===== config.mk =====
export PLATFORM = sky130hd
export DESIGN_NAME = sprite_draw_engine_flat
export DESIGN_NICKNAME = d
export VERILOG_FILES = /design/src/rtl/sprite_draw_engine_pkg.sv /design/src/rtl/sprite_draw_engine_if.sv /design/src/rtl/sprite_draw_engine_pixel_scan.sv /design/src/rtl/sprite_draw_engine.sv /design/src/flat_wrapper.sv
export SDC_FILE = /design/constraint.sdc
export NUM_CORES = 1
export LEC_CHECK = 0
export ABC_AREA = 1
export CORE_UTILIZATION = 35
export CTS_CLUSTER_DIAMETER = 40
export CTS_CLUSTER_SIZE = 10
export DETAILED_ROUTE_END_ITERATION = 6
export PLACE_DENSITY = 0.54
export SYNTH_ARGS = -nofsm -noshare
export SYNTH_HDL_FRONTEND = slang
export SYNTH_SLANG_ARGS = --single-unit

===== constraint.sdc =====
create_clock -name clock -period 5 [get_ports clock]
set_clock_uncertainty 0.2 [all_clocks]
set_input_delay 0.75 -clock clock [delete_from_list [all_inputs] [get_ports clock]]
set_output_delay 0.75 -clock clock [all_outputs]
set_load 0.005 [all_outputs]

===== src/rtl/sprite_draw_engine_pkg.sv =====
// Shared types and constants for the sprite draw engine: screen geometry, coordinate widths,
// FSM state encoding, and reset-position / distance helpers.
package sprite_pkg;

   localparam int SCREEN_W = 160;
   localparam int SCREEN_H = 120;
   localparam int X_W      = 8;
   localparam int Y_W      = 7;
   localparam logic [2:0] COLOUR_BG = 3'd0;

   typedef enum logic [2:0] {
      ST_IDLE,
      ST_ERASE,
      ST_MOVE,
      ST_DRAW,
      ST_DONE
   } state_t;

   // Obstacle start column, folded back onto the visible range for large channel counts.
   function automatic int obs_x0(input int size, input int spacing, input int idx);
      int span;
      int v;
      span = SCREEN_W - size + 1;
      v    = (SCREEN_W - size - (idx - 1) * spacing) % span;
      if (v < 0) v = v + span;
      return v;
   endfunction

   function automatic int obs_y0(input int size, input int idx);
      return (20 * idx) % (SCREEN_H - size);
   endfunction

   function automatic logic [8:0] abs_diff9(input logic [8:0] a, input logic [8:0] b);
      return (a > b) ? (a - b) : (b - a);
   endfunction

endpackage


===== src/rtl/sprite_draw_engine_if.sv =====
// Control and pixel-output bundle between the game controller/VGA adapter and the draw engine.
interface sprite_draw_engine_if;
   import sprite_pkg::*;

   logic           frame_tick;
   logic           enable;
   logic           move_up;
   logic           move_down;
   logic           advance;
   logic [X_W-1:0] x;
   logic [Y_W-1:0] y;
   logic [2:0]     colour;
   logic           plot;
   logic           busy;
   logic           pass_done;
   logic           hit;
   logic           finish;

   modport master (
      output frame_tick, enable, move_up, move_down, advance,
      input  x, y, colour, plot, busy, pass_done, hit, finish
   );

   modport slave (
      input  frame_tick, enable, move_up, move_down, advance,
      output x, y, colour, plot, busy, pass_done, hit, finish
   );

endinterface


===== src/rtl/sprite_draw_engine_pixel_scan.sv =====
// Raster counter over one square sprite: column offset in the low bits, row offset in the high bits.
module sprite_pixel_scan #(
   parameter int SIZE_LOG2 = 2
)(
   input  logic                 clock,
   input  logic                 resetn,
   input  logic                 i_start,
   output logic [SIZE_LOG2-1:0] o_x_off,
   output logic [SIZE_LOG2-1:0] o_y_off,
   output logic                 o_last
);

   localparam int CW = 2 * SIZE_LOG2;

   logic [CW-1:0] r_cnt;

   always_ff @(posedge clock or negedge resetn) begin
      if (!resetn)      r_cnt <= '0;
      else if (i_start) r_cnt <= '0;
      else              r_cnt <= r_cnt + CW'(1);
   end

   assign o_x_off = r_cnt[SIZE_LOG2-1:0];
   assign o_y_off = r_cnt[CW-1:SIZE_LOG2];
   assign o_last  = &r_cnt;

endmodule


===== src/rtl/sprite_draw_engine.sv =====
// Multi-sprite erase/move/redraw engine for the 160x120 VGA adapter, one pixel per cycle,
// with sticky player/obstacle collision and finish-line detection.
//  state    | meaning
//  ST_IDLE  | waiting for a frame tick (or pending tick) while enabled and not hit/finished
//  ST_ERASE | paint current channel's old square in background colour
//  ST_MOVE  | update current channel's position
//  ST_DRAW  | paint current channel's new square in its colour
//  ST_DONE  | resolve collision and finish on the new positions, pulse pass_done
module sprite_draw_engine
   import sprite_pkg::*;
#(
   parameter int         NUM_SPRITES   = 4,
   parameter int         SIZE_LOG2     = 2,
   parameter int         OBS_SPEED     = 1,
   parameter int         PLAYER_STEP   = 1,
   parameter int         FINISH_X      = 100,
   parameter int         PLAYER_X0     = 10,
   parameter int         PLAYER_Y0     = 58,
   parameter int         OBS_SPACING   = 36,
   parameter logic [2:0] COLOUR_PLAYER = 3'd2,
   parameter logic [2:0] COLOUR_OBS    = 3'd4
)(
   input logic           clock,
   input logic           resetn,
   sprite_draw_engine_if.slave bus
);

   localparam int SIZE   = 2 ** SIZE_LOG2;
   localparam int CH_W   = (NUM_SPRITES > 1) ? $clog2(NUM_SPRITES) : 1;
   localparam int Y_LIM  = SCREEN_H - SIZE;
   localparam int X_WRAP = SCREEN_W - SIZE;

   state_t               r_state, w_state_next;
   logic [CH_W-1:0]      r_ch;
   logic                 r_pending, r_up, r_down, r_adv, r_hit, r_finish;
   logic [X_W-1:0]       r_pos_x [NUM_SPRITES];
   logic [Y_W-1:0]       r_pos_y [NUM_SPRITES];
   logic [X_W-1:0]       r_x, w_cur_x, w_new_x;
   logic [Y_W-1:0]       r_y, w_cur_y, w_new_y;
   logic [7:0]           w_y_wrap;
   logic [2:0]           r_colour;
   logic                 r_plot;
   logic                 w_start, w_last_ch, w_scan_start, w_scan_last, w_plotting, w_coll;
   logic [SIZE_LOG2-1:0] w_x_off, w_y_off;

   sprite_pixel_scan #(.SIZE_LOG2(SIZE_LOG2)) u_scan (
      .clock   (clock),
      .resetn  (resetn),
      .i_start (w_scan_start),
      .o_x_off (w_x_off),
      .o_y_off (w_y_off),
      .o_last  (w_scan_last)
   );

   assign w_start    = (r_state == ST_IDLE) && (bus.frame_tick || r_pending) &&
                       bus.enable && !r_finish && !r_hit;
   assign w_last_ch  = (r_ch == CH_W'(NUM_SPRITES - 1));
   assign w_plotting = (r_state == ST_ERASE) || (r_state == ST_DRAW);
   assign w_cur_x    = r_pos_x[r_ch];
   assign w_cur_y    = r_pos_y[r_ch];

   always_comb begin
      w_state_next = r_state;
      w_scan_start = 1'b0;
      unique case (r_state)
         ST_IDLE:  if (w_start) begin
                      w_state_next = ST_ERASE;
                      w_scan_start = 1'b1;
                   end
         ST_ERASE: if (w_scan_last) w_state_next = ST_MOVE;
         ST_MOVE:  begin
                      w_state_next = ST_DRAW;
                      w_scan_start = 1'b1;
                   end
         ST_DRAW:  if (w_scan_last) begin
                      if (w_last_ch) w_state_next = ST_DONE;
                      else begin
                         w_state_next = ST_ERASE;
                         w_scan_start = 1'b1;
                      end
                   end
         ST_DONE:  w_state_next = ST_IDLE;
         default:  w_state_next = ST_IDLE;
      endcase
   end

   // Next position of the channel being processed; only committed in ST_MOVE.
   always_comb begin
      w_new_x  = w_cur_x;
      w_new_y  = w_cur_y;
      w_y_wrap = {1'b0, w_cur_y} + 8'd17;
      if (r_ch == '0) begin
         if (r_up && !r_down)
            w_new_y = (w_cur_y < Y_W'(PLAYER_STEP)) ? '0 : w_cur_y - Y_W'(PLAYER_STEP);
         else if (r_down && !r_up)
            w_new_y = (({1'b0, w_cur_y} + 8'(PLAYER_STEP)) > 8'(Y_LIM)) ?
                      Y_W'(Y_LIM) : w_cur_y + Y_W'(PLAYER_STEP);
         w_new_x = w_cur_x + X_W'(r_adv);
      end else if (w_cur_x < X_W'(OBS_SPEED)) begin
         w_new_x = X_W'(X_WRAP);
         w_new_y = (w_y_wrap >= 8'(Y_LIM)) ? Y_W'(w_y_wrap - 8'(Y_LIM)) : Y_W'(w_y_wrap);
      end else begin
         w_new_x = w_cur_x - X_W'(OBS_SPEED);
      end
   end

   always_comb begin
      w_coll = 1'b0;
      for (int i = 1; i < NUM_SPRITES; i++)
         if (abs_diff9({1'b0, r_pos_x[0]}, {1'b0, r_pos_x[i]}) < 9'(SIZE) &&
             abs_diff9({2'b0, r_pos_y[0]}, {2'b0, r_pos_y[i]}) < 9'(SIZE))
            w_coll = 1'b1;
   end

   always_ff @(posedge clock or negedge resetn) begin
      if (!resetn) begin
         r_state   <= ST_IDLE;
         r_ch      <= '0;
         r_pending <= 1'b0;
         r_up      <= 1'b0;
         r_down    <= 1'b0;
         r_adv     <= 1'b0;
         r_hit     <= 1'b0;
         r_finish  <= 1'b0;
      end else begin
         r_state <= w_state_next;
         if (w_start) begin
            r_up      <= bus.move_up;
            r_down    <= bus.move_down;
            r_adv     <= bus.advance;
            r_ch      <= '0;
            r_pending <= 1'b0;
         end else if (bus.frame_tick && r_state != ST_IDLE) begin
            r_pending <= 1'b1;
         end
         if (r_state == ST_DRAW && w_scan_last && !w_last_ch)
            r_ch <= r_ch + CH_W'(1);
         if (r_state == ST_DONE) begin
            if (w_coll) r_hit <= 1'b1;
            if (r_pos_x[0] > X_W'(FINISH_X)) r_finish <= 1'b1;
         end
      end
   end

   always_ff @(posedge clock or negedge resetn) begin
      if (!resetn) begin
         for (int i = 0; i < NUM_SPRITES; i++) begin
            r_pos_x[i] <= (i == 0) ? X_W'(PLAYER_X0) : X_W'(obs_x0(SIZE, OBS_SPACING, i));
            r_pos_y[i] <= (i == 0) ? Y_W'(PLAYER_Y0) : Y_W'(obs_y0(SIZE, i));
         end
      end else if (r_state == ST_MOVE) begin
         r_pos_x[r_ch] <= w_new_x;
         r_pos_y[r_ch] <= w_new_y;
      end
   end

   always_ff @(posedge clock or negedge resetn) begin
      if (!resetn) begin
         r_plot   <= 1'b0;
         r_x      <= '0;
         r_y      <= '0;
         r_colour <= COLOUR_BG;
      end else begin
         r_plot   <= w_plotting;
         r_x      <= w_plotting ? w_cur_x + X_W'(w_x_off) : '0;
         r_y      <= w_plotting ? w_cur_y + Y_W'(w_y_off) : '0;
         r_colour <= (r_state == ST_DRAW) ? ((r_ch == '0) ? COLOUR_PLAYER : COLOUR_OBS) : COLOUR_BG;
      end
   end

   assign bus.x         = r_x;
   assign bus.y         = r_y;
   assign bus.colour    = r_colour;
   assign bus.plot      = r_plot;
   assign bus.busy      = (r_state != ST_IDLE);
   assign bus.pass_done = (r_state == ST_DONE);
   assign bus.hit       = r_hit;
   assign bus.finish    = r_finish;

endmodule

===== src/flat_wrapper.sv =====
// flat-port wrapper written by rule: the top's interface ports become plain ports
module sprite_draw_engine_flat import sprite_pkg::*;
#(
   parameter int         NUM_SPRITES   = 4,
   parameter int         SIZE_LOG2     = 2,
   parameter int         OBS_SPEED     = 1,
   parameter int         PLAYER_STEP   = 1,
   parameter int         FINISH_X      = 100,
   parameter int         PLAYER_X0     = 10,
   parameter int         PLAYER_Y0     = 58,
   parameter int         OBS_SPACING   = 36,
   parameter logic [2:0] COLOUR_PLAYER = 3'd2,
   parameter logic [2:0] COLOUR_OBS    = 3'd4
)
  (clock, resetn, bus_frame_tick, bus_enable, bus_move_up, bus_move_down, bus_advance, bus_x, bus_y, bus_colour, bus_plot, bus_busy, bus_pass_done, bus_hit, bus_finish);
  sprite_draw_engine_if bus_i ();
  input logic clock;
  input logic resetn;
  input wire logic [$bits(bus_i.frame_tick)-1:0] bus_frame_tick;
  input wire logic [$bits(bus_i.enable)-1:0] bus_enable;
  input wire logic [$bits(bus_i.move_up)-1:0] bus_move_up;
  input wire logic [$bits(bus_i.move_down)-1:0] bus_move_down;
  input wire logic [$bits(bus_i.advance)-1:0] bus_advance;
  output wire logic [$bits(bus_i.x)-1:0] bus_x;
  output wire logic [$bits(bus_i.y)-1:0] bus_y;
  output wire logic [$bits(bus_i.colour)-1:0] bus_colour;
  output wire logic [$bits(bus_i.plot)-1:0] bus_plot;
  output wire logic [$bits(bus_i.busy)-1:0] bus_busy;
  output wire logic [$bits(bus_i.pass_done)-1:0] bus_pass_done;
  output wire logic [$bits(bus_i.hit)-1:0] bus_hit;
  output wire logic [$bits(bus_i.finish)-1:0] bus_finish;
  assign bus_i.frame_tick = bus_frame_tick;
  assign bus_i.enable = bus_enable;
  assign bus_i.move_up = bus_move_up;
  assign bus_i.move_down = bus_move_down;
  assign bus_i.advance = bus_advance;
  assign bus_x = bus_i.x;
  assign bus_y = bus_i.y;
  assign bus_colour = bus_i.colour;
  assign bus_plot = bus_i.plot;
  assign bus_busy = bus_i.busy;
  assign bus_pass_done = bus_i.pass_done;
  assign bus_hit = bus_i.hit;
  assign bus_finish = bus_i.finish;
  sprite_draw_engine #(.NUM_SPRITES(NUM_SPRITES), .SIZE_LOG2(SIZE_LOG2), .OBS_SPEED(OBS_SPEED), .PLAYER_STEP(PLAYER_STEP), .FINISH_X(FINISH_X), .PLAYER_X0(PLAYER_X0), .PLAYER_Y0(PLAYER_Y0), .OBS_SPACING(OBS_SPACING), .COLOUR_PLAYER(COLOUR_PLAYER), .COLOUR_OBS(COLOUR_OBS)) u_core (.clock(clock), .resetn(resetn), .bus(bus_i));
endmodule

==> reports/metrics.csv <==
metric;value;unit
endpoint class of the critical path;flip-flop;
Worst setup SP type;flip-flop;
R2R Setup Slk;1440;ps
TritonCTS clock tree;built;
Setup crit start;u_core.r_ch[0]$_DFFE_PN0P_;
fill cell count;2741;
area fraction in compound gates after synthesis;0.1709;
total negative slack;0;ps
Synth Area in Adders;0.1465;
Ports;30;
Max IR drop VDD;0.1700;mV
maximum capacitance violations;0;
Area Growth Syn to Fin;8.892;%
first-pass GRT wire length;45640;microns
Top FF cell, synth;dfrtp_1;
chip width;166.0;microns
worst-path fanout max;17;
min-delay src;u_core.r_pos_y[3]$_DFFE_PN1P_;
Largest stage delay, worst path;670;ps
GRT Total Usage;0.2058;
Clock Sinks;93;
main combinational cell family by area after synthesis;simple AND/OR/NAND/NOR gates;
Worst Path Arrival;3580;ps
most used cell, CP;nand2_1;
post-synthesis simple-gate area fraction;0.2861;
distinct cell type count after synthesis;51;
post-synthesis mux area share;0.001196;
clock slew at reported path FFs;70;ps
fmax;281.0;MHz
drc violations;1;
Max clock buf depth;2;
fin cells;1735;
outcome;complete, but fails checks;
Iter 0 DRT Violations;575;
root buffer cell;clkbuf_16;
Total Wirelength;27770;microns
relative slew slack;0.3672;
RSZ-0062 raised after global routing;no;
CTS Hold Buffers Added;0;
Synth Warn #;0;
core area;0.02621;sq mm
CP Buf/Inv Count;4;
Post-Synth XOR/XNOR Area;0.06048;
Critical Path, Cell by Cell;inv_2, nand2_1, nand2_1, nand2_1, nand2_1, ha_1, inv_1, nand2_1, nand2_1, inv_1, ha_1, nand2_1, inv_1, nor2_1, nand3_1, nor2_1, nand2_2, nand3_1, nor2_1, o21ai_1, nand2_1, nand2_1, o21ai_1;
Leak Pwr;5.291;nW
drt first pass iters;7;
crit path kind;flip-flop to flip-flop;
largest net degree at the start of global routing;66;
critical path's top delay family;simple AND/OR/NAND/NOR gates;
diode count;0;
H-tree levels;3;
register area share after synthesis;0.2506;
Fin. Hold Viols;0;
initial antenna violation count;0;
Slew Viols, Final;0;
ys async rst share;1.000;
PortBufs;28;
Tcrit/Tclk final;0.7117;
DRT antenna net count;0;
DR WL/cell;16.00;microns
Cell Pwr Density;144.0;mW/mm^2
post-placement cell count;1719;
Worst-Margin Slew;941.9;ps
CP max stage cell;dfrtp_1;
worst path required time;5020;ps
Placer Congestion;0.8989;
Mapped Cells;1386;
flops & latches, synth;93;
Rows;59;
Vias/cell;5.111;
clock latency on the worst-skew pair;350;ps
Post-CTS Setup Inserts;0;
grt ovf;0;
vias in the first global route;8485;
TritonCTS Buffers;9;
syn_nets;1502;
PostCTS Resize Cnt;0;
minimum clock period;3558;ps
Die H;166.0;microns
via count;8867;
Final Util;0.3911;
HP Class;flip-flop to flip-flop;
worst r2r src;u_core.r_ch[0]$_DFFE_PN0P_;
Min Hold Slack;299.4;ps
Die Footprint;0.02755;sq mm
setup violators final;0;
Post-Syn Area per Cell;6.791;sq um
mapped cell area;0.009413;sq mm
initial core utilization;0.3592;
Post-synth EDFFs;0;
layout cells sized above 1;0.07143;
DPL Wire Length;21820;microns
violated checks;DRC;
layout net count;1511;
[tightest hold or removal path: stages, from the launching register on]
cell     delay (ps)
dfstp_2         390
nand2_1          60
nand2_1          50
[layout make-up]
type                            count  area [sq um]  area share
Sequential cell                    93          2359      0.2301
Inverter                          159         596.8     0.05823
Clock inverter                      4         48.80    0.004761
Multi-Input combinational cell   1099          6265      0.6112
Tap cell                          335         419.2     0.04089
Timing Repair Buffer               33         315.3     0.03076
Clock buffer                       12         246.5     0.02405
[layout by cell type, fill, tap and decap left out, drive strengths merged, types with 3 or more instances in the layout]
| cell type | netlist | final |
|---|---|---|
| nand2 | 434 | 434 |
| inv | 155 | 155 |
| o21ai | 114 | 114 |
| ha | 107 | 107 |
| nor2 | 107 | 107 |
| a21oi | 102 | 102 |
| dfrtp | 68 | 68 |
| nand3 | 61 | 61 |
| xor2 | 58 | 58 |
| clkdlybuf4s50 | 0 | 27 |
| dfstp | 25 | 25 |
| o211ai | 21 | 21 |
| nor3 | 19 | 19 |
| o21bai | 15 | 15 |
| nand4 | 13 | 13 |
| clkbuf | 16 | 12 |
| xnor2 | 7 | 7 |
| o21a | 7 | 7 |
| clkinv | 4 | 7 |
| buf | 19 | 6 |
| o2111ai | 5 | 5 |
| a21o | 4 | 4 |
| o22ai | 4 | 4 |
| a21boi | 3 | 3 |
| a31oi | 3 | 3 |
| or2 | 3 | 3 |
[stage by stage]
step                      total power [W]  cell area, sq um  worst slack, ps
after CTS                        0.001490             10250             1474
after floorplan                 0.0007685              9413             2157
after detailed placement        0.0007890              9955             1483
after global placement          0.0007887              9955             1542
final                            0.001476             10250             1442
after global routing             0.001528             10250             1113
[state kept, by name, summed over array words and instances, names as in the netlist, 2 cells and up]
name,cells
u_core.bus.x,8
u_core.r_pos_x,32
u_core.bus.colour,2
u_core.u_scan.r_cnt,4
u_core.r_pos_y,28
u_core.r_ch,2
u_core.bus.y,7
u_core.r_state,3
[kinds of logic after synthesis]
logic type / Yosys count
flip-flops: 93
buffers and inverters: 194
multiplexers: 1
XOR/XNOR: 65
other: 1
AND/OR/NAND/NOR: 640
AO/OA/AOI/OAI: 283
adder cells (fa/ha/maj): 109
[synth_stat cells (3+ instances only)]
cell type / number / share of area
o21ai_0: 89 / 0.047
clkbuf_1: 16 / 0.0064
a21oi_1: 102 / 0.054
buf_4: 6 / 0.0048
nand2_1: 416 / 0.17
nor2_1: 97 / 0.039
o22ai_1: 3 / 0.0020
xor2_1: 58 / 0.054
nand2_4: 4 / 0.0048
o21bai_1: 15 / 0.012
inv_1: 143 / 0.057
o211ai_1: 20 / 0.016
nor3_1: 19 / 0.010
nand4_1: 13 / 0.0086
nor2_2: 8 / 0.0053
nand3_2: 6 / 0.0064
nand3_1: 54 / 0.029
a21o_1: 4 / 0.0032
o21a_1: 7 / 0.0056
ha_1: 107 / 0.14
o21ai_1: 24 / 0.013
xnor2_1: 7 / 0.0065
buf_6: 4 / 0.0048
buf_2: 7 / 0.0037
dfrtp_1: 68 / 0.18
clkinv_1: 4 / 0.0016
dfstp_2: 25 / 0.070
nand2_2: 14 / 0.0093
o2111ai_1: 5 / 0.0047
a21boi_0: 3 / 0.0024
inv_2: 12 / 0.0048
[metal layers]
metal	vias up	part of all wire	global-route usage
met5	-	0	0
met3	28	0.051	0.01740
met1	4047	0.48	0.2886
met4	0	0.018	0.04876
met2	260	0.45	0.3414
li1	4532	-	-
[power breakdown]
part / internal [W] / total [W] / switching [W]
Sequential: 0.000754 / 0.000754 / 0.000000236
Clock: 0.000402 / 0.000702 / 0.000301
Combinational: 0.00000457 / 0.0000204 / 0.0000158
[worst paths after layout]
path / to / cells past startpoint
setup / recovery: u_core.r_pos_y[15]$_DFFE_PN0P_ / 23
hold / removal: u_core.r_pos_y[3]$_DFFE_PN1P_ / 2
setup reg to reg: u_core.r_pos_y[15]$_DFFE_PN0P_ / 23
hold reg to reg: u_core.r_pos_y[3]$_DFFE_PN1P_ / 2
max in group asynchronous: u_core.r_pos_x[27]$_DFFE_PN1P_ / 2
min in group asynchronous: u_core.r_pos_x[8]$_DFFE_PN0P_ / 1
(Power assumes the default switching activity.)
==> patch 1, RTL diff (same settings) <==
`SIZE_LOG2` is set to 2 in 3 places; all go to 3.
--- a/src/rtl/sprite_draw_engine_pixel_scan.sv
+++ b/src/rtl/sprite_draw_engine_pixel_scan.sv
@@ -1,6 +1,6 @@
 // Raster counter over one square sprite: column offset in the low bits, row offset in the high bits.
 module sprite_pixel_scan #(
-   parameter int SIZE_LOG2 = 2
+   parameter int SIZE_LOG2 = 3
 )(
    input  logic                 clock,
    input  logic                 resetn,
--- a/src/rtl/sprite_draw_engine.sv
+++ b/src/rtl/sprite_draw_engine.sv
@@ -10,7 +10,7 @@
    import sprite_pkg::*;
 #(
    parameter int         NUM_SPRITES   = 4,
-   parameter int         SIZE_LOG2     = 2,
+   parameter int         SIZE_LOG2     = 3,
    parameter int         OBS_SPEED     = 1,
    parameter int         PLAYER_STEP   = 1,
    parameter int         FINISH_X      = 100,
--- a/src/flat_wrapper.sv
+++ b/src/flat_wrapper.sv
@@ -2,7 +2,7 @@
 module sprite_draw_engine_flat import sprite_pkg::*;
 #(
    parameter int         NUM_SPRITES   = 4,
-   parameter int         SIZE_LOG2     = 2,
+   parameter int         SIZE_LOG2     = 3,
    parameter int         OBS_SPEED     = 1,
    parameter int         PLAYER_STEP   = 1,
    parameter int         FINISH_X      = 100,
Formal check against the unedited RTL: not equivalent (a bounded check fails within 10 cycles, from zero or initial values and one cycle with resetn low).
==> patch 1 against the unedited design <==
Wire length rose by 2.6%. Largest power group unchanged. Non-clock buffer count rose by 1. Power rose by 2.5%. Largest cell class unchanged. Global-route usage rose by 0.32 points. Sequential cell count rose by 2. Worst setup slack got worse by 0.057 ns. Area after synthesis rose by 3.7%. Cell area rose by 3.8%.
==> patch 1: results (changes against the unedited design) <==
area overhead of the layout relative to synthesis -> 9.013%
number of non-clock buffers in the layout -> 34 (+3.0%)
met3 usage -> 2.011% (+0.27 points)
largest fanout of any net on the critical path -> 22 (+5)
metal1 wirelength -> 14440 um (+7.2%)
adder-cell share of the synthesized area -> 14.26% (-0.39 points)
share of synthesized area spent on multiplexers -> 0.1154% (-0.0042 points)
routing usage on met2 -> 31.84% (-2.3 points)
area post-placement -> 10330 um^2 (+3.8%)
worst vdd ir -> 0.1333 mV (-22%)
largest net degree at the start of global routing -> 64 (-3.0%)
number of clock buffers in the layout -> 10 (-2)
post-synthesis cell area -> 9759 um^2 (+3.7%)
final weighted congestion of routability-driven global placement -> 0.8848 (-1.6%)
count of filler cells inserted in the layout -> 3016 (+10%)
Global Route met1 Usage -> 30.99% (+2.1 points)
TritonCTS Sinks -> 95 (+2.2%)
total length of routed met3 wires -> 1441 um (+2.0%)
worst hold slack -> 0.2708 ns (-0.02854 ns)
multi-input gates -> 1154 (+5.0%)
share of the synthesized netlist area taken by xor and xnor gates -> 3.410% (-2.6 points)
count of TritonRoute iterations in the first routing pass -> 5 (-2)
clk pwr -> 0.724 mW (+3.1%)
routed length per instance -> 15.31 um (-4.4%)
outcome -> completed
cells taking the most area after synthesis -> sky130_fd_sc_hd__nand2_1, sky130_fd_sc_hd__dfrtp_1, sky130_fd_sc_hd__ha_1
non-clock inverter total of the final layout -> 190 (+19%)
arrival time at the worst endpoint -> 3.69 ns (+0.11 ns)
first-pass GRT wire length -> 47190 um (+3.4%)
pre-CTS setup slack -> 1.522 ns (+0.03951 ns)
compound-gate portion of the synthesized area -> 13.87% (-3.2 points)
area of combinational cells with multiple inputs -> 6422 um^2 (+2.5%)
Layout non-clock buf frac -> 3.034% (-0.042 points)
most frequent cells after synthesis -> sky130_fd_sc_hd__nand2_1, sky130_fd_sc_hd__inv_1, sky130_fd_sc_hd__ha_1, sky130_fd_sc_hd__a21oi_1, sky130_fd_sc_hd__nor2_1
net count after synthesis -> 1592 (+6.0%)
FF-to-FF setup slack -> 1.38 ns (-0.06 ns)
Max transition margin -> 39.63% (+2.9 points)
Hold Path Class -> input port to asynchronous set/reset pin
biggest cell delay along the critical path -> 0.87 ns (+0.20 ns)
layout cells sized above 1 -> 8.731% (+1.6 points)
Lkg Pwr -> 5.622 nW (+6.3%)
-- patch 1: changes by cell type in the layout (fill, tap and decap cells not counted), sizes merged, moves of 7 or more --
| cell | unedited run | this run |
|---|---|---|
| nand2 | 434 | 522 |
| inv | 155 | 192 |
| nand3 | 61 | 87 |
| xor2 | 58 | 32 |
| o211ai | 21 | 4 |
| o21ai | 114 | 100 |
| nand4 | 13 | 25 |
| or2 | 3 | 13 |
| a21oi | 102 | 95 |
-- patch 1: how the worst max path moves through the flow --
stage | start | endpoint | slack (ns) | cells after the start
after floorplan | u_core.r_ch[0] | u_core.bus.y[6] | 2.45 | 14
after global placement | u_core.r_ch[1] | u_core.r_pos_x[12] | 1.63 | 10
after detailed placement | u_core.r_ch[1] | u_core.r_pos_x[20] | 1.52 | 10
after CTS | u_core.r_ch[1] | u_core.r_pos_x[20] | 1.51 | 10
after global routing | u_core.r_ch[1] | u_core.r_pos_x[20] | 1.10 | 10
final | u_core.r_ch[1] | u_core.r_pos_x[20] | 1.38 | 10
==> patch 2, RTL diff (same flow settings) <==
Without the edit above. Encoding of `state_t`: now one-hot (5 bits for 5 states).
--- a/src/rtl/sprite_draw_engine_pkg.sv
+++ b/src/rtl/sprite_draw_engine_pkg.sv
@@ -8,12 +8,12 @@
    localparam int Y_W      = 7;
    localparam logic [2:0] COLOUR_BG = 3'd0;
 
-   typedef enum logic [2:0] {
-      ST_IDLE,
-      ST_ERASE,
-      ST_MOVE,
-      ST_DRAW,
-      ST_DONE
+   typedef enum logic [4:0] {
+      ST_IDLE  = 5'b00001,
+      ST_ERASE = 5'b00010,
+      ST_MOVE  = 5'b00100,
+      ST_DRAW  = 5'b01000,
+      ST_DONE  = 5'b10000
    } state_t;
 
    // Obstacle start column, folded back onto the visible range for large channel counts.
Function: same outputs for any inputs over 10 cycles, from zero or initial values and one cycle with resetn low; not proved beyond that.
==> patch 2 against the unedited design <==
Cell area grew 2.4%. Worst setup slack gained 0.047 ns. Sequential cell count grew 2. Area after synthesis grew 2.2%. Worst hold slack lost 0.018 ns. Highest routed layer unchanged. Cell count grew 2.9%. Critical path type unchanged. Wire length grew 3.7%. Core utilization shrank 0.17 points. Global-route usage grew 0.35 points.
Power is left out: it rests on default switching activity, and per cell area and clock period it moved more than threefold.
==> patch 2: results (changes against the unedited design) <==
first-pass GRT wire length -> 47020 um (+3.0%)
outcome -> completed
count of TritonRoute iterations in the first routing pass -> 6 (-1)
layout cells sized above 1 -> 7.543% (+0.40 points)
arrival time at the worst endpoint -> 3.53 ns (-0.05 ns)
metal1 wirelength -> 14300 um (+6.2%)
final weighted congestion of routability-driven global placement -> 0.8941 (-0.53%)
Max Root-Sink Buffers -> 2 (unchanged)
count of filler cells inserted in the layout -> 2822 (+3.0%)
area post-placement -> 10170 um^2 (+2.1%)
ant diodes -> 0 (unchanged)
Worst-Margin Slew -> 0.9349 ns (-0.007012 ns)
number of antenna violations at the first check in global routing -> 0 (unchanged)
cells taking the most area after synthesis -> sky130_fd_sc_hd__dfrtp_1, sky130_fd_sc_hd__nand2_1, sky130_fd_sc_hd__ha_1
net count of the finished layout -> 1556 (+3.0%)
met2 routed wirelength -> 13100 um (+5.7%)
unique cell type count in the Yosys netlist -> 51 (unchanged)
Placed Cells -> 1770 (+3.0%)
HPWL after DPL -> 22700 um (+4.0%)
most frequent cells after synthesis -> sky130_fd_sc_hd__nand2_1, sky130_fd_sc_hd__inv_1, sky130_fd_sc_hd__ha_1, sky130_fd_sc_hd__a21oi_1, sky130_fd_sc_hd__nor2_1
per-cell via count in the routed design -> 5.026 (-1.7%)
global-route usage over all layers -> 20.93% (+0.35 points)
number of global-route vias before repair -> 8631 (+1.7%)
Largest Register -> u_core.r_pos_x
routing usage on met2 -> 34.78% (+0.64 points)
clock latency of the later-clocked register in the worst-skew pair -> 0.35 ns (about the same)
met3 usage -> 1.857% (+0.12 points)
Resized Gates After CTS -> 0 (unchanged)
Global Route met1 Usage -> 29.57% (+0.71 points)
share of the yosys chip area belonging to registers -> 25.04% (about the same)
largest net degree at the start of global routing -> 73 (+11%)
flip-flop count of the largest register, all copies and words added -> 32 (unchanged)
largest fanout of any net on the critical path -> 51 (+34)
number of DRC markers in iteration 0 -> 639 (+11%)
cells after synthesis -> 1434 (+3.5%)
vias after detailed routing -> 8976 (+1.2%)
synthesis warning total -> 0 (unchanged)
Routed Wire Length -> 28780 um (+3.7%)
TritonCTS buffer count -> 9 (unchanged)
total length of routed met3 wires -> 1001 um (-29%)
pre-CTS setup slack -> 1.514 ns (+0.03166 ns)
## patch 2: changes by cell type in the layout (fill, tap and decap cells not counted), moves of 6 or more
cell,change
sky130_fd_sc_hd__inv_1,+25
sky130_fd_sc_hd__or2_2,+6
sky130_fd_sc_hd__o21ai_0,-10
sky130_fd_sc_hd__nand4_1,+10
sky130_fd_sc_hd__nor3_1,-9
sky130_fd_sc_hd__nand2_1,+31
## patch 2: cells by family after synthesis
| family | share of synthesized area, % |
|---|---|
| fa+ha+maj | 14.33 |
| flops | 25.04 |
| buf+inv | 9.192 |
| xor+xnor | 6.007 |
| simple gates | 29.59 |
| mux | 0.3380 |
| other cells | 0.03897 |
| compound gates | 15.46 |
## patch 2: worst max-delay path, stage by stage (launching register included)
cell and delay (ns):
sky130_fd_sc_hd__dfrtp_1 0.37, sky130_fd_sc_hd__buf_4 0.42, sky130_fd_sc_hd__nand2_1 0.10, sky130_fd_sc_hd__nand3_1 0.12, sky130_fd_sc_hd__nand2_2 0.11, sky130_fd_sc_hd__inv_1 0.18
sky130_fd_sc_hd__ha_1 0.23, sky130_fd_sc_hd__nand3_2 0.14, sky130_fd_sc_hd__nand2_1 0.21, sky130_fd_sc_hd__inv_1 0.08, sky130_fd_sc_hd__ha_1 0.19, sky130_fd_sc_hd__nand2_1 0.06
sky130_fd_sc_hd__inv_1 0.04, sky130_fd_sc_hd__nor2_1 0.08, sky130_fd_sc_hd__nand3_1 0.08, sky130_fd_sc_hd__nor2_1 0.13, sky130_fd_sc_hd__nand2_2 0.09, sky130_fd_sc_hd__nand2_1 0.10
sky130_fd_sc_hd__nor2_1 0.05, sky130_fd_sc_hd__o21ai_2 0.12, sky130_fd_sc_hd__nand2_2 0.11, sky130_fd_sc_hd__nand2_1 0.08, sky130_fd_sc_hd__o21ai_1 0.07
## patch 2: final timing paths
| check | slack (ns) | end | start | cells past startpoint |
|---|---|---|---|---|
| setup / recovery | 1.49 | u_core.r_pos_y[15] | u_core.r_ch[0] | 22 |
| hold / removal | 0.28 | u_core.bus.hit | u_core.bus.hit | 2 |
| setup reg to reg | 1.49 | u_core.r_pos_y[15] | u_core.r_ch[0] | 22 |
| hold reg to reg | 0.28 | u_core.bus.hit | u_core.bus.hit | 2 |
| max in group asynchronous | 3.34 | u_core.r_pos_y[24] | resetn | 2 |
| min in group asynchronous | 0.35 | u_core.bus.y[6] | resetn | 1 |
## patch 2: layout make-up
class / instances / area, um^2 / share of cell area [%]
repair buffers: 33 / 315.3 / 3.004
well taps: 341 / 426.7 / 4.065
clock inverters: 3 / 67.56 / 0.6437
multi-input cells: 1118 / 6329 / 60.29
inverters: 183 / 688.2 / 6.556
flip-flops and latches: 95 / 2410 / 22.96
clock buffers: 13 / 260.3 / 2.479
